`src/rtl/adc_packet_sequencer_if.sv`:
```
// AXI4-Stream link from the ADC packet sequencer to the C2H packet FIFO.
interface adc_packet_sequencer_if #(
  parameter int unsigned DATA_WIDTH = 64
);

  logic [DATA_WIDTH-1:0] tdata;
  logic                  tvalid;
  logic                  tready;
  logic                  tlast;

  modport master (
    output tdata,
    output tvalid,
    output tlast,
    input  tready
  );

  modport slave (
    input  tdata,
    input  tvalid,
    input  tlast,
    output tready
  );

endinterface

```
`src/rtl/adc_packet_sequencer.sv`:
```
// Frames ADC channel-group words into fixed-length AXI4-Stream packets for the C2H FIFO.
// Optional ADC_PKT_HEADER_EN macro prepends one header word to every packet.
module adc_packet_sequencer #(
  parameter int unsigned DATA_WIDTH = 64,
  parameter int unsigned GRP_WIDTH  = 4,
  parameter int unsigned PKT_WORDS  = 2048,
  parameter int unsigned OVR_WIDTH  = 16
) (
  input  logic                  data_clk,
  input  logic                  user_rstn,
  input  logic                  dma_ena,
  input  logic                  new_sample,
  input  logic                  fifo_prog_empty,
  output logic [GRP_WIDTH-1:0]  smp_grp_addr,
  input  logic [DATA_WIDTH-1:0] smp_grp_data,
  adc_packet_sequencer_if.master m_axis,
  output logic [31:0]           pkt_count,
  output logic [OVR_WIDTH-1:0]  overrun_count,
  output logic                  busy
);

  localparam int unsigned WCNT_WIDTH = (PKT_WORDS > 1) ? $clog2(PKT_WORDS) : 1;
  localparam logic [WCNT_WIDTH-1:0] LAST_WORD = WCNT_WIDTH'(PKT_WORDS - 1);
  localparam logic [GRP_WIDTH-1:0]  LAST_GRP  = '1;

  typedef enum logic [2:0] {
    IDLE        = 3'd0,
    WAIT_SAMPLE = 3'd1,
    DATA        = 3'd2,
    PAD         = 3'd3
`ifdef ADC_PKT_HEADER_EN
    , HEADER    = 3'd4
`endif
  } state_t;

  state_t                 state_q, state_d;
  logic [WCNT_WIDTH-1:0]  word_cnt_q, word_cnt_d;
  logic [GRP_WIDTH-1:0]   grp_q, grp_d;
  logic [31:0]            pkt_count_d;
  logic [OVR_WIDTH-1:0]   overrun_count_d;
  logic                   busy_d;
  logic                   ovr_inc, ovr_clr;
  logic                   tvalid_c, tlast_c;
  logic [DATA_WIDTH-1:0]  tdata_c;

  // State and counter registers
  always_ff @(posedge data_clk or negedge user_rstn) begin
    if (!user_rstn) begin
      state_q       <= IDLE;
      word_cnt_q    <= '0;
      grp_q         <= '0;
      pkt_count     <= '0;
      overrun_count <= '0;
      busy          <= 1'b0;
    end else begin
      state_q       <= state_d;
      word_cnt_q    <= word_cnt_d;
      grp_q         <= grp_d;
      pkt_count     <= pkt_count_d;
      overrun_count <= overrun_count_d;
      busy          <= busy_d;
    end
  end

  // Next-state, counter updates and stream decode
  always_comb begin
    state_d     = state_q;
    word_cnt_d  = word_cnt_q;
    grp_d       = grp_q;
    pkt_count_d = pkt_count;
    ovr_inc     = 1'b0;
    ovr_clr     = 1'b0;
    tvalid_c    = 1'b0;
    tlast_c     = 1'b0;
    tdata_c     = '0;

    case (state_q)
      IDLE: begin
        word_cnt_d = '0;
        grp_d      = '0;
        if (!dma_ena) begin
          ovr_clr     = 1'b1;
          pkt_count_d = '0;
        end else begin
          ovr_inc = new_sample;
          // Only open a packet when a whole one is guaranteed to fit downstream
          if (fifo_prog_empty) begin
`ifdef ADC_PKT_HEADER_EN
            state_d = HEADER;
`else
            state_d = WAIT_SAMPLE;
`endif
          end
        end
      end

      WAIT_SAMPLE: begin
        grp_d = '0;
        if (new_sample) begin
          state_d = DATA;
        end else if (!dma_ena) begin
          state_d = (word_cnt_q != '0) ? PAD : IDLE;
        end
      end

      DATA: begin
        tvalid_c = 1'b1;
        tdata_c  = smp_grp_data;
        tlast_c  = (word_cnt_q == LAST_WORD);
        ovr_inc  = new_sample;
        if (m_axis.tready) begin
          grp_d = grp_q + GRP_WIDTH'(1);
          if (tlast_c) begin
            word_cnt_d  = '0;
            pkt_count_d = pkt_count + 32'd1;
            state_d     = IDLE;
          end else begin
            word_cnt_d = word_cnt_q + WCNT_WIDTH'(1);
            if (grp_q == LAST_GRP) begin
              state_d = WAIT_SAMPLE;
            end
          end
        end
      end

      PAD: begin
        tvalid_c = 1'b1;
        tlast_c  = (word_cnt_q == LAST_WORD);
        ovr_inc  = new_sample;
        if (m_axis.tready) begin
          if (tlast_c) begin
            word_cnt_d  = '0;
            pkt_count_d = pkt_count + 32'd1;
            state_d     = IDLE;
          end else begin
            word_cnt_d = word_cnt_q + WCNT_WIDTH'(1);
          end
        end
      end

`ifdef ADC_PKT_HEADER_EN
      HEADER: begin
        tvalid_c = 1'b1;
        tdata_c  = DATA_WIDTH'({pkt_count, 16'hA5C0, 16'(PKT_WORDS)});
        ovr_inc  = new_sample;
        if (m_axis.tready) begin
          state_d = WAIT_SAMPLE;
        end
      end
`endif

      default: begin
        state_d = IDLE;
      end
    endcase

    if (ovr_clr) begin
      overrun_count_d = '0;
    end else if (ovr_inc && (overrun_count != '1)) begin
      overrun_count_d = overrun_count + OVR_WIDTH'(1);
    end else begin
      overrun_count_d = overrun_count;
    end

    busy_d = (state_d != IDLE);
  end

  assign smp_grp_addr  = grp_q;
  assign m_axis.tvalid = tvalid_c;
  assign m_axis.tlast  = tlast_c;
  assign m_axis.tdata  = tdata_c;

endmodule

```
`src/flat_wrapper.sv`:
```
// flat-port wrapper written by rule: the top's interface ports become plain ports
module adc_packet_sequencer_flat 
#(
  parameter int unsigned DATA_WIDTH = 64,
  parameter int unsigned GRP_WIDTH  = 4,
  parameter int unsigned PKT_WORDS  = 2048,
  parameter int unsigned OVR_WIDTH  = 16
)
  (data_clk, user_rstn, dma_ena, new_sample, fifo_prog_empty, smp_grp_addr, smp_grp_data, pkt_count, overrun_count, busy, m_axis_tdata, m_axis_tvalid, m_axis_tlast, m_axis_tready);
  adc_packet_sequencer_if #(.DATA_WIDTH(DATA_WIDTH)) m_axis_i ();
  input  logic data_clk;
  input  logic user_rstn;
  input  logic dma_ena;
  input  logic new_sample;
  input  logic fifo_prog_empty;
  output logic [GRP_WIDTH-1:0] smp_grp_addr;
  input  logic [DATA_WIDTH-1:0] smp_grp_data;
  output logic [31:0] pkt_count;
  output logic [OVR_WIDTH-1:0] overrun_count;
  output logic busy;
  output wire logic [$bits(m_axis_i.tdata)-1:0] m_axis_tdata;
  output wire logic [$bits(m_axis_i.tvalid)-1:0] m_axis_tvalid;
  output wire logic [$bits(m_axis_i.tlast)-1:0] m_axis_tlast;
  input wire logic [$bits(m_axis_i.tready)-1:0] m_axis_tready;
  assign m_axis_tdata = m_axis_i.tdata;
  assign m_axis_tvalid = m_axis_i.tvalid;
  assign m_axis_tlast = m_axis_i.tlast;
  assign m_axis_i.tready = m_axis_tready;
  adc_packet_sequencer #(.DATA_WIDTH(DATA_WIDTH), .GRP_WIDTH(GRP_WIDTH), .PKT_WORDS(PKT_WORDS), .OVR_WIDTH(OVR_WIDTH)) u_core (.data_clk(data_clk), .user_rstn(user_rstn), .dma_ena(dma_ena), .new_sample(new_sample), .fifo_prog_empty(fifo_prog_empty), .smp_grp_addr(smp_grp_addr), .smp_grp_data(smp_grp_data), .m_axis(m_axis_i), .pkt_count(pkt_count), .overrun_count(overrun_count), .busy(busy));
endmodule
```
`config.mk`:
```
export PLATFORM = sky130hd
export DESIGN_NAME = adc_packet_sequencer_flat
export DESIGN_NICKNAME = d
export VERILOG_FILES = /design/src/rtl/adc_packet_sequencer_if.sv /design/src/rtl/adc_packet_sequencer.sv /design/src/flat_wrapper.sv
export SDC_FILE = /design/constraint.sdc
export NUM_CORES = 1
export LEC_CHECK = 0
export BUFFER_PORTS_ARGS = -buffer_cell sky130_fd_sc_hd__buf_2
export CORE_AREA = 4 4 101 103
export DETAILED_ROUTE_END_ITERATION = 7
export DIE_AREA = 0 0 105 107
export PLACE_DENSITY_LB_ADDON = 0.08
export SETUP_SLACK_MARGIN = 0.02
export SLEW_MARGIN = 20
export SYNTH_ARGS = -nofsm -noshare
export SYNTH_HDL_FRONTEND = slang
export SYNTH_SLANG_ARGS = --single-unit
```
`constraint.sdc`:
```
create_clock -name data_clk -period 2.6 [get_ports data_clk]
set_input_delay 0.52 -clock data_clk [delete_from_list [all_inputs] [get_ports data_clk]]
set_output_delay 0.52 -clock data_clk [all_outputs]
set_load 0.02 [all_outputs]
```
==> impl_metrics.yaml, run 1 <==
yosys:
  yosys.cell_types.count: 44
  synth_top_area_share_pct: 40.6
  synth_edf_count: 0
  synth_area_leaders: "dfrtp_1, and2_1, nor2_1"
  yosysWarnings: 0
  syn_inst: 478
  synthTopCellsByCount: "and2_1, dfrtp_1, nor2_1"
  ys.flop_type: "dfrtp_1"
  synthesis.area_um2: 4130
  synth_fp_nets: 553
  async_reset_ff_share_pct: 100
  ys_seq_area_share_pct: 40.6
  postSynthAreaPerCell_um2: 8.65
  synth_top_area_cell: "dfrtp_1"
  ys_ff_latch: 67
sta:
  setup-tns-final_ns: 0
  finalCritPeriodShare_pct: 93.5
  min_period_ns: 2.43
  worst_slew_pin_slew_ns: 0.575
  fmax_mhz: 411
  hold_viol: 0
  setup_viol: 0
  slew_viol_final: 0
  skew_ns: 0.0102
  rsz0062_at_grt: "no"
  fin_ws_ns: 0.170
  maxSlewHeadroom_pct: 61.3
pwr:
  internal_power_uw: 1690
  p_leak_uw: 0.00286
  p_sw_share_pct: 25.9
  p_switching_uw: 593
  seqPwrFrac_pct: 46.8
  p_comb_share_pct: 12.4
  clkPwrFrac_pct: 40.8
  powerDensity_nw_per_um2: 417
  peakVddDrop_uv: 210
clocking:
  clk_pin_slew_ns: 0.07
  ctsHoldBuffers: 0
  cts_max_level: 3
  cts_tree: "built"
  clock_latency_ns: 0.34
  cts_resized: 0
  cts_root_buf: "clkbuf_8"
  clockBufferDepth: 2
  post_cts_buffers: 0
  cts_buffers: 9
  cts.sinks: 67
setup_path:
  r2r_end: "u_core.pkt_count[25]$_DFFE_PN0P_"
  cp.required_ns: 2.08
  r2r_cells: 5
  worst_path_max_delay_cell: "dfrtp_1"
  critPathMaxStageDelay_ns: 0.43
  reg2reg_slack_ns: 0.20
  crit_type: "flop to output pin"
  endpoint_kind: "output pin"
  arrival_ns: 1.91
  crit_chain: "ha_1 -> nand3_2 -> nor3_2 -> and3_1 -> buf_2"
  cp-start-kind: "flop"
  r2r_start: "u_core.word_cnt_q[7]$_DFFE_PN0P_"
  crit_fanout: 6
detailed_routing:
  drc_errors: 0
  drtAntennaViolNets: 0
  vias_per_cell: 5.39
  routed_wl_mm: 12.2
  first_pass_iters: 4
  wl_per_cell_um: 15.6
  drtIter0Drc: 179
  vias: 4229
layout:
  areaGrowthSynthToFinish_pct: 32.6
  antenna_cells: 0
  drive_gt1_share_pct: 34.6
  fin_area_um2: 5480
  nets: 745
  finalNonFillerCells: 784
global_route:
  antenna_found_initial: 0
  grt_start_max_net_pins: 65
  grt_pass1_vias: 4253
  grt.overflow.total: 0
  grt_pass1_wl_mm: 20.4
  grt_use_total_pct: 22.0
floorplanning:
  fp.dieH_um: 107
  die-width_um: 105
  pin_count: 189
  core_um2: 9200
  row_count: 35
  die_area_um2: 11200
  initial_core_util_pct: 45.0
placement:
  placedInstanceArea_um2: 5260
  io_buffers: 188
  gp_congestion: 0.831
  pre_cts_slack_ns: 0.153
  dp_cells: 770
  dpl.hpwl_mm: 9.33
run_status:
  status: "completed"
job:
  maxCapViolCount: 0
min_path:
  hold_path_class: "primary input to async pin"
-- critical path, delay by kind of cell, from the launching register on --
| kind | cells | cell delay, ns |
|---|---|---|
| AND/OR/NAND/NOR | 3 | 0.74 |
| buffers and inverters | 1 | 0.17 |
| adder cells (fa/ha/maj) | 1 | 0.23 |
| flip-flops | 1 | 0.43 |
-- per-layer routing --
metal,up-vias,track usage (%),wire [um]
met5,-,0,0
met3,16,4.09,725
met4,0,7.31,157
met2,146,38.0,6130
met1,1984,27.7,5230
li1,2083,-,-
-- flip-flops by register name, indices dropped and copies added, names as in the netlist --
name,flops
u_core.busy,1
u_core.smp_grp_addr,4
u_core.overrun_count,16
u_core.pkt_count,32
u_core.state_q,3
u_core.word_cnt_q,11
-- power groups by stage --
stage          registers [uW]  clock network (uW)  logic, uW
2_1_floorplan            1100                   0        125
3_3_place_gp             1090                   0        279
3_5_place_dp             1090                   0        286
4_1_cts                  1070                 955        287
5_1_grt                  1070                1000        318
6_report                 1070                 932        284
-- logic make-up (layout without fill, tap and decap cells) --
| logic type | count (synthesis) | in the layout | synth area share, % |
|---|---|---|---|
| xor gates and xnor gates | 22 | 22 | 4.66 |
| buffers and inverters | 28 | 223 | 2.97 |
| DFF | 67 | 67 | 40.6 |
| and+or+nand+nor | 276 | 276 | 36.5 |
| adders and majority gates | 5 | 5 | 1.51 |
| other | 1 | 1 | 0.0907 |
| AOI/OAI and AO/OA | 70 | 70 | 11.5 |
| muxes | 9 | 9 | 2.27 |
-- cell type report --
class | count | area (um^2)
clock buffer | 9 | 124
tap | 111 | 139
inverter | 7 | 26.3
clock inverter | 5 | 80.1
multi-input combinational | 383 | 2360
timing repair buffer | 202 | 1070
sequential | 67 | 1680
fill | 867 | 3720
-- worst max-delay path by stage --
stage                                     start                               end  slack, ns  depth (start not counted)
5_1_grt        u_core.word_cnt_q[7]$_DFFE_PN0P_  u_core.pkt_count[21]$_DFFE_PN0P_       0.02                          5
6_report       u_core.word_cnt_q[0]$_DFFE_PN0P_                      m_axis_tlast       0.17                          5
3_3_place_gp   u_core.word_cnt_q[0]$_DFFE_PN0P_  u_core.pkt_count[25]$_DFFE_PN0P_       0.25                          6
2_1_floorplan       u_core.state_q[1]$_DFF_PN0_                  m_axis_tdata[10]       0.45                          5
3_5_place_dp   u_core.word_cnt_q[0]$_DFFE_PN0P_  u_core.pkt_count[25]$_DFFE_PN0P_       0.15                          6
4_1_cts        u_core.word_cnt_q[0]$_DFFE_PN0P_                      m_axis_tlast       0.07                          5
-- cell usage in the layout, fill, tap and decap left out, drive strengths merged --
cell type / synthesis / final
buf: 5 / 202
and2: 67 / 67
dfrtp: 67 / 67
nor2: 48 / 48
nand2: 47 / 47
o21ai: 28 / 28
nand4: 26 / 26
nand3: 24 / 24
xor2: 13 / 13
or4: 11 / 11
a21oi: 11 / 11
nor3: 10 / 10
and4: 9 / 9
xnor2: 9 / 9
o31ai: 9 / 9
clkbuf: 16 / 9
o211ai: 8 / 8
inv: 7 / 7
and3: 7 / 7
nor4: 7 / 7
mux2i: 6 / 6
nand2b: 6 / 6
ha: 5 / 5
nor2b: 4 / 4
or3: 4 / 4
a22o: 4 / 4
mux2: 3 / 3
a31oi: 3 / 3
o41ai: 3 / 3
nand3b: 2 / 2
nand4b: 2 / 2
or2: 2 / 2
clkinvlp: 0 / 2
bufinv: 0 / 2
a41oi: 1 / 1
o2111ai: 1 / 1
a32oi: 1 / 1
a21o: 1 / 1
clkinv: 0 / 1
conb: 1 / 1
-- per-stage QoR --
stage | hold WS, ns | util, % | total power [uW]
global placement | 0.508 | 57.2 | 1370
global route | 0.171 | 59.6 | 2390
detailed placement | 0.524 | 57.2 | 1380
finish | 0.142 | 59.6 | 2290
CTS | 0.150 | 59.4 | 2310
floorplan | 0.224 | - | 1230
(Power assumes the default switching activity.)
==> inputs of run 2 (changes only) <==
--- a/config.mk
+++ b/config.mk
@@ -6,9 +6,9 @@
 export NUM_CORES = 1
 export LEC_CHECK = 0
 export BUFFER_PORTS_ARGS = -buffer_cell sky130_fd_sc_hd__buf_2
-export CORE_AREA = 4 4 101 103
+export CORE_AREA = 2 2 99 101
 export DETAILED_ROUTE_END_ITERATION = 7
-export DIE_AREA = 0 0 105 107
+export DIE_AREA = 0 0 101 103
 export PLACE_DENSITY_LB_ADDON = 0.08
 export SETUP_SLACK_MARGIN = 0.02
 export SLEW_MARGIN = 20
==> run 2 against run 1 <==
Effect of this change:
- critical path depth is the same
- sequential share of layout area grew 0.12 points
- worst setup slack lost 0.022 ns
- clock skew grew 0.0025 ns
- global-route usage is essentially flat
- routed wire length shrank 3.0%
- utilization shrank 1.9 points
- first-iteration DRC count grew 17%
- critical endpoint unchanged
==> impl_metrics.yaml, run 2 (synthesized netlist as in run 1, its figures left out) <==
run_status:
  status: "completed"
floorplanning:
  initial_core_util_pct: 43.7
  fp.dieH_um: 103
  core_um2: 9460
  die-width_um: 101
  die_area_um2: 10400
  row_count: 36
  pin_count: 189
detailed_routing:
  routed_wl_mm: 11.9
  wl_per_cell_um: 15.1
  drtAntennaViolNets: 0
  first_pass_iters: 5
  drtIter0Drc: 210
  vias_per_cell: 5.48
  drc_errors: 0
  vias: 4316
layout:
  largest_register_ffs: 32
  drive_gt1_share_pct: 34.3
  seq_area_um2: 1680
  nets: 744
  final_cell_mix: "buf_2, and2_1, dfrtp_1, nor2_1, nand2_1"
  fillers: 888
  multi_input_area_um2: 2350
  top_register: "u_core.pkt_count"
  finalNonFillerCells: 788
  reg.largest.list: "u_core.pkt_count (32), u_core.overrun_count (16), u_core.word_cnt_q (11)"
  antenna_cells: 0
  areaGrowthSynthToFinish_pct: 31.9
  final_common_cell: "buf_2"
sta:
  finalCritPeriodShare_pct: 94.3
  worst_slew_pin_slew_ns: 0.549
  fmax_mhz: 408
  skew_ns: 0.0127
  fin_hold_ws_ns: 0.167
  setup_viol: 0
  rsz0062_at_grt: "yes"
  setup-tns-final_ns: 0
  hold_viol: 0
  slew_viol_final: 0
  min_period_ns: 2.45
  maxSlewHeadroom_pct: 63.2
setup_path:
  cp.required_ns: 2.08
  endpoint_kind: "output pin"
  crit_fanout: 6
  arrival_ns: 1.93
  cp-start-kind: "flop"
  crit_type: "flop to output pin"
global_route:
  grt_use_total_pct: 22.0
  grt.overflow.total: 0
  grt_pass1_wl_mm: 18.1
  grt_pass1_vias: 3840
  grt_start_max_net_pins: 68
  antenna_found_initial: 0
pwr:
  p_sw_share_pct: 26.6
  p_leak_uw: 0.00288
  powerDensity_nw_per_um2: 403
  clkPwrFrac_pct: 38.4
  seqPwrFrac_pct: 48.7
  p_switching_uw: 585
  p_comb_share_pct: 12.9
  internal_power_uw: 1610
  peakVddDrop_uv: 228
placement:
  io_buffers: 188
  gp_congestion: 0.870
  dpl.hpwl_mm: 8.79
  dp_cells: 772
job:
  maxCapViolCount: 0
clocking:
  ctsHoldBuffers: 0
  clk_pin_slew_ns: 0.07
  cts_tree: "built"
  cts.sinks: 67
  cts_root_buf: "clkbuf_8"
  clock_latency_ns: 0.35
  cts_max_level: 3
  clockBufferDepth: 2
  cts_buffers: 9
min_path:
  hold_path_class: "primary input to async pin"
run 2: cell count changes in the layout (fill, tap and decap cells not counted):
| cell | previous run | this run |
|---|---|---|
| buf_4 | 12 | 11 |
| clkbuf_8 | 9 | 13 |
| dfrtp_1 | 66 | 67 |
| dfrtp_2 | 1 | 0 |
| nand4_4 | 1 | 0 |
| clkinvlp_4 | 2 | 0 |
| bufinv_16 | 2 | 0 |
| clkbuf_1 | 0 | 2 |
| nand4_2 | 1 | 2 |
run 2: through the flow:
stage / worst slack [ns] / utilization [%] / instance area (um^2) / power [uW]
global placement: 0.245 / 55.5 / 5250 / 1370
detailed placement: 0.217 / 55.5 / 5250 / 1370
finish: 0.147 / 57.7 / 5450 / 2200
CTS: 0.0649 / 57.6 / 5450 / 2220
global route: 0.00648 / 57.7 / 5450 / 2300
floorplan: 0.452 / - / 4130 / 1230
run 2: repair_timing:
action                                 in CTS  in global routing
endpoints found under the hold margin       0                  0
resized for setup                           1                  2
setup endpoints to repair                   1                 35
buffers inserted                            0                  0
run 2: area by class of cell:
type | instances | share of cell area (%)
clock inverters | 1 | 0.0918
flip-flops and latches | 67 | 30.7
well taps | 114 | 2.62
repair buffers | 201 | 19.5
multi-input cells | 383 | 43.2
inverters | 7 | 0.482
clock buffers | 15 | 3.42
run 2: worst max-delay path: stages (launching register included):
cell and delay (ns):
dfrtp_1 0.42, ha_1 0.24, nand3_2 0.18, nor3_2 0.34, and3_1 0.24, buf_2 0.18
run 2: path summary, 6_finish.rpt:
kind                                                   from                                to  slack [ns]  cells after the start
min reg2reg                u_core.word_cnt_q[9]$_DFFE_PN0P_  u_core.word_cnt_q[9]$_DFFE_PN0P_        0.53                      1
min                                               user_rstn   u_core.pkt_count[9]$_DFFE_PN0P_        0.17                      2
max                        u_core.word_cnt_q[0]$_DFFE_PN0P_                      m_axis_tlast        0.15                      5
max reg2reg                u_core.word_cnt_q[0]$_DFFE_PN0P_  u_core.pkt_count[30]$_DFFE_PN0P_        0.20                      6
max in group asynchronous                         user_rstn             u_core.busy$_DFF_PN0_        2.12                      2
min in group data_clk                            new_sample       u_core.state_q[1]$_DFF_PN0_        0.51                      3
run 2: power by group through the flow:
stage / Clock [uW] / Sequential (uW) / Combinational [uW]
3_5_place_dp: 0 / 1090 / 284
2_1_floorplan: 0 / 1100 / 125
6_report: 845 / 1070 / 283
5_1_grt: 915 / 1070 / 311
3_3_place_gp: 0 / 1090 / 278
4_1_cts: 869 / 1070 / 286
run 2: per-layer routing:
metal	share of wire, %	up-vias	global-route usage [%]	wire [um]
met1	45	2049	29.6	5350
met4	1.3	0	8.00	153
li1	-	2085	-	-
met3	5.7	16	5.29	677
met5	0	-	0	0
met2	48	166	34.7	5690
==> inputs of run 3 (changes only) <==
--- a/config.mk
+++ b/config.mk
@@ -5,10 +5,11 @@
 export SDC_FILE = /design/constraint.sdc
 export NUM_CORES = 1
 export LEC_CHECK = 0
+export ABC_AREA = 1
 export BUFFER_PORTS_ARGS = -buffer_cell sky130_fd_sc_hd__buf_2
-export CORE_AREA = 2 2 99 101
+export CORE_AREA = 4 4 109 111
 export DETAILED_ROUTE_END_ITERATION = 7
-export DIE_AREA = 0 0 101 103
+export DIE_AREA = 0 0 113 115
 export PLACE_DENSITY_LB_ADDON = 0.08
 export SETUP_SLACK_MARGIN = 0.02
 export SLEW_MARGIN = 20
==> run 3 against run 2 <==
Effect of this change:
- synthesized cell count rose by 65%
- fmax up 7.0%
- sequential power increased by 4%
- largest cell class unchanged
- largest power group unchanged
- highest routed layer unchanged
==> impl_metrics.yaml, run 3 <==
run_status:
  status: "completed"
sta:
  finalCritPeriodShare_pct: 88.1
  rsz0062_at_grt: "no"
  setup_viol: 0
  fin_ws_ns: 0.309
  min_period_ns: 2.29
  worst_slew_pin_slew_ns: 0.597
  fmax_mhz: 436
  slew_viol_final: 0
  skew_ns: 0.0104
  hold_viol: 0
  setup-tns-final_ns: 0
  maxSlewHeadroom_pct: 59.9
yosys:
  yosysWarnings: 0
  synthesis.area_um2: 4850
  yosys.cell_types.count: 33
  synth_area_leaders: "dfrtp_1, nand2_1, nor2_1"
  ys.flop_type: "dfrtp_1"
  ys_seq_area_share_pct: 34.5
  synth_edf_count: 0
  yosysMostFrequentCell: "nand2_1"
  async_reset_ff_share_pct: 100
  synth_top_area_share_pct: 34.5
  synth_top_area_cell: "dfrtp_1"
  synthTopCellsByCount: "nand2_1, nor2_1, inv_1"
  synth_fp_nets: 862
  postSynthAreaPerCell_um2: 6.17
  syn_inst: 787
  ys_ff_latch: 67
global_route:
  antenna_found_initial: 0
  grt_pass1_vias: 4786
  use_met1_pct: 26.9
  grtUsageMet2_pct: 35.5
  top_usage_layer: "met2"
  met3_usage_pct: 3.84
  grt_pass1_wl_mm: 22.3
  grt_use_total_pct: 20.7
  grt.overflow.total: 0
  grt_start_max_net_pins: 68
setup_path:
  crit_fanout: 4
  crit_type: "flop to output pin"
  arrival_ns: 1.77
  endpoint_kind: "output pin"
  reg2reg_slack_ns: 0.74
  cp-start-kind: "flop"
  cp.required_ns: 2.08
min_path:
  hold_path_class: "primary input to async pin"
floorplanning:
  die_area_um2: 13000
  core_um2: 10800
  die-width_um: 113
  fp.dieH_um: 115
  initial_core_util_pct: 45.0
  row_count: 38
  pin_count: 189
detailed_routing:
  drc_errors: 0
  drtAntennaViolNets: 0
  wl_per_cell_um: 12.4
  drtIter0Drc: 241
  vias: 5309
  first_pass_iters: 5
  routed_wl_mm: 13.8
  vias_per_cell: 4.76
clocking:
  cts_buffers: 9
  cts_resized: 0
  cts_max_level: 3
  cts_root_buf: "clkbuf_8"
  clockBufferDepth: 2
  clock_latency_ns: 0.35
  post_cts_buffers: 0
  cts.sinks: 67
  cts_tree: "built"
  clk_pin_slew_ns: 0.08
  ctsHoldBuffers: 0
layout:
  top_register: "u_core.pkt_count"
  largest_register_ffs: 32
  nets: 1046
  areaGrowthSynthToFinish_pct: 26.7
  final_cell_mix: "nand2_1, buf_2, nor2_1, inv_1, dfrtp_1"
  antenna_cells: 0
  drive_gt1_share_pct: 23.4
  reg.largest.list: "u_core.pkt_count (32), u_core.overrun_count (16), u_core.word_cnt_q (11)"
  final_common_cell: "nand2_1"
pwr:
  p_leak_uw: 0.00355
  powerDensity_nw_per_um2: 416
  peakVddDrop_uv: 376
placement:
  io_buffers: 188
  gp_congestion: 0.903
  dpl.hpwl_mm: 10.3
  pre_cts_slack_ns: 0.718
job:
  maxCapViolCount: 0
-- run 3: changes by cell type after synthesis, moves of 16 or more --
cell,change
o21ai_0,-17
inv_1,+119
nor2_1,+105
o21ai_1,+16
nand2_1,+188
and2_1,-67
nand3_1,+36
-- run 3: cell type report --
type | count | area (um^2)
Fill cell | 1135 | 4640
Multi-Input combinational cell | 569 | 2570
Sequential cell | 67 | 1680
Timing Repair Buffer | 193 | 1000
Inverter | 131 | 492
Tap cell | 140 | 175
Clock buffer | 10 | 138
Clock inverter | 6 | 95.1
-- run 3: power breakdown --
group	switching (uW)	internal (uW)	total, uW	leakage [uW]
Combinational	279	135	413	0.00251
Sequential	43.5	1070	1110	0.000929
Clock	455	578	1030	0.000118
Total	777	1780	2560	0.00355
-- run 3: kinds of logic (layout without fill, tap and decap cells) --
family	after synthesis	count (layout)	synth area share (%)
and+or+nand+nor	510	510	44.9
buffers and inverters	151	340	12.6
DFF	67	67	34.5
AOI/OAI and AO/OA	45	45	5.13
xor gates and xnor gates	8	8	1.44
adders and majority gates	5	5	1.29
other	1	1	0.0773
-- run 3: worst max-delay path: stages, from the launching register on --
cell	delay (ns)
dfrtp_1	0.36
ha_1	0.22
nand3_1	0.09
nor2_1	0.21
inv_1	0.08
nor4_1	0.23
buf_2	0.23
-- run 3: metrics by stage --
stage                     util (%)  power, uW  area (um^2)  hold slack, ns  instances
after floorplan                  -       1390         4850           0.224        787
after global placement        54.8       1550         5920           0.516       1100
after detailed placement      54.8       1550         5920           0.507       1100
after CTS                     57.0       2590         6150           0.195       1116
after global routing          57.0       2690         6150           0.217       1116
final                         57.0       2560         6150           0.162       1116
-- run 3: routing by layer --
metal,vias to the layer above,share of wire (%)
met5,-,0
met4,0,1.1
met3,13,6.3
met2,147,49
met1,2342,44
li1,2807,-
-- run 3: final timing paths --
check / from / to / cells past startpoint
setup reg to reg: u_core.word_cnt_q[0]$_DFFE_PN0P_ / u_core.pkt_count[15]$_DFFE_PN0P_ / 11
max in group asynchronous: user_rstn / u_core.pkt_count[29]$_DFFE_PN0P_ / 2
hold / removal: user_rstn / u_core.pkt_count[20]$_DFFE_PN0P_ / 2
setup / recovery: u_core.word_cnt_q[1]$_DFFE_PN0P_ / m_axis_tlast / 6
min in group data_clk: fifo_prog_empty / u_core.state_q[0]$_DFF_PN0_ / 5
hold reg to reg: u_core.smp_grp_addr[0]$_DFFE_PN0P_ / u_core.smp_grp_addr[0]$_DFFE_PN0P_ / 1
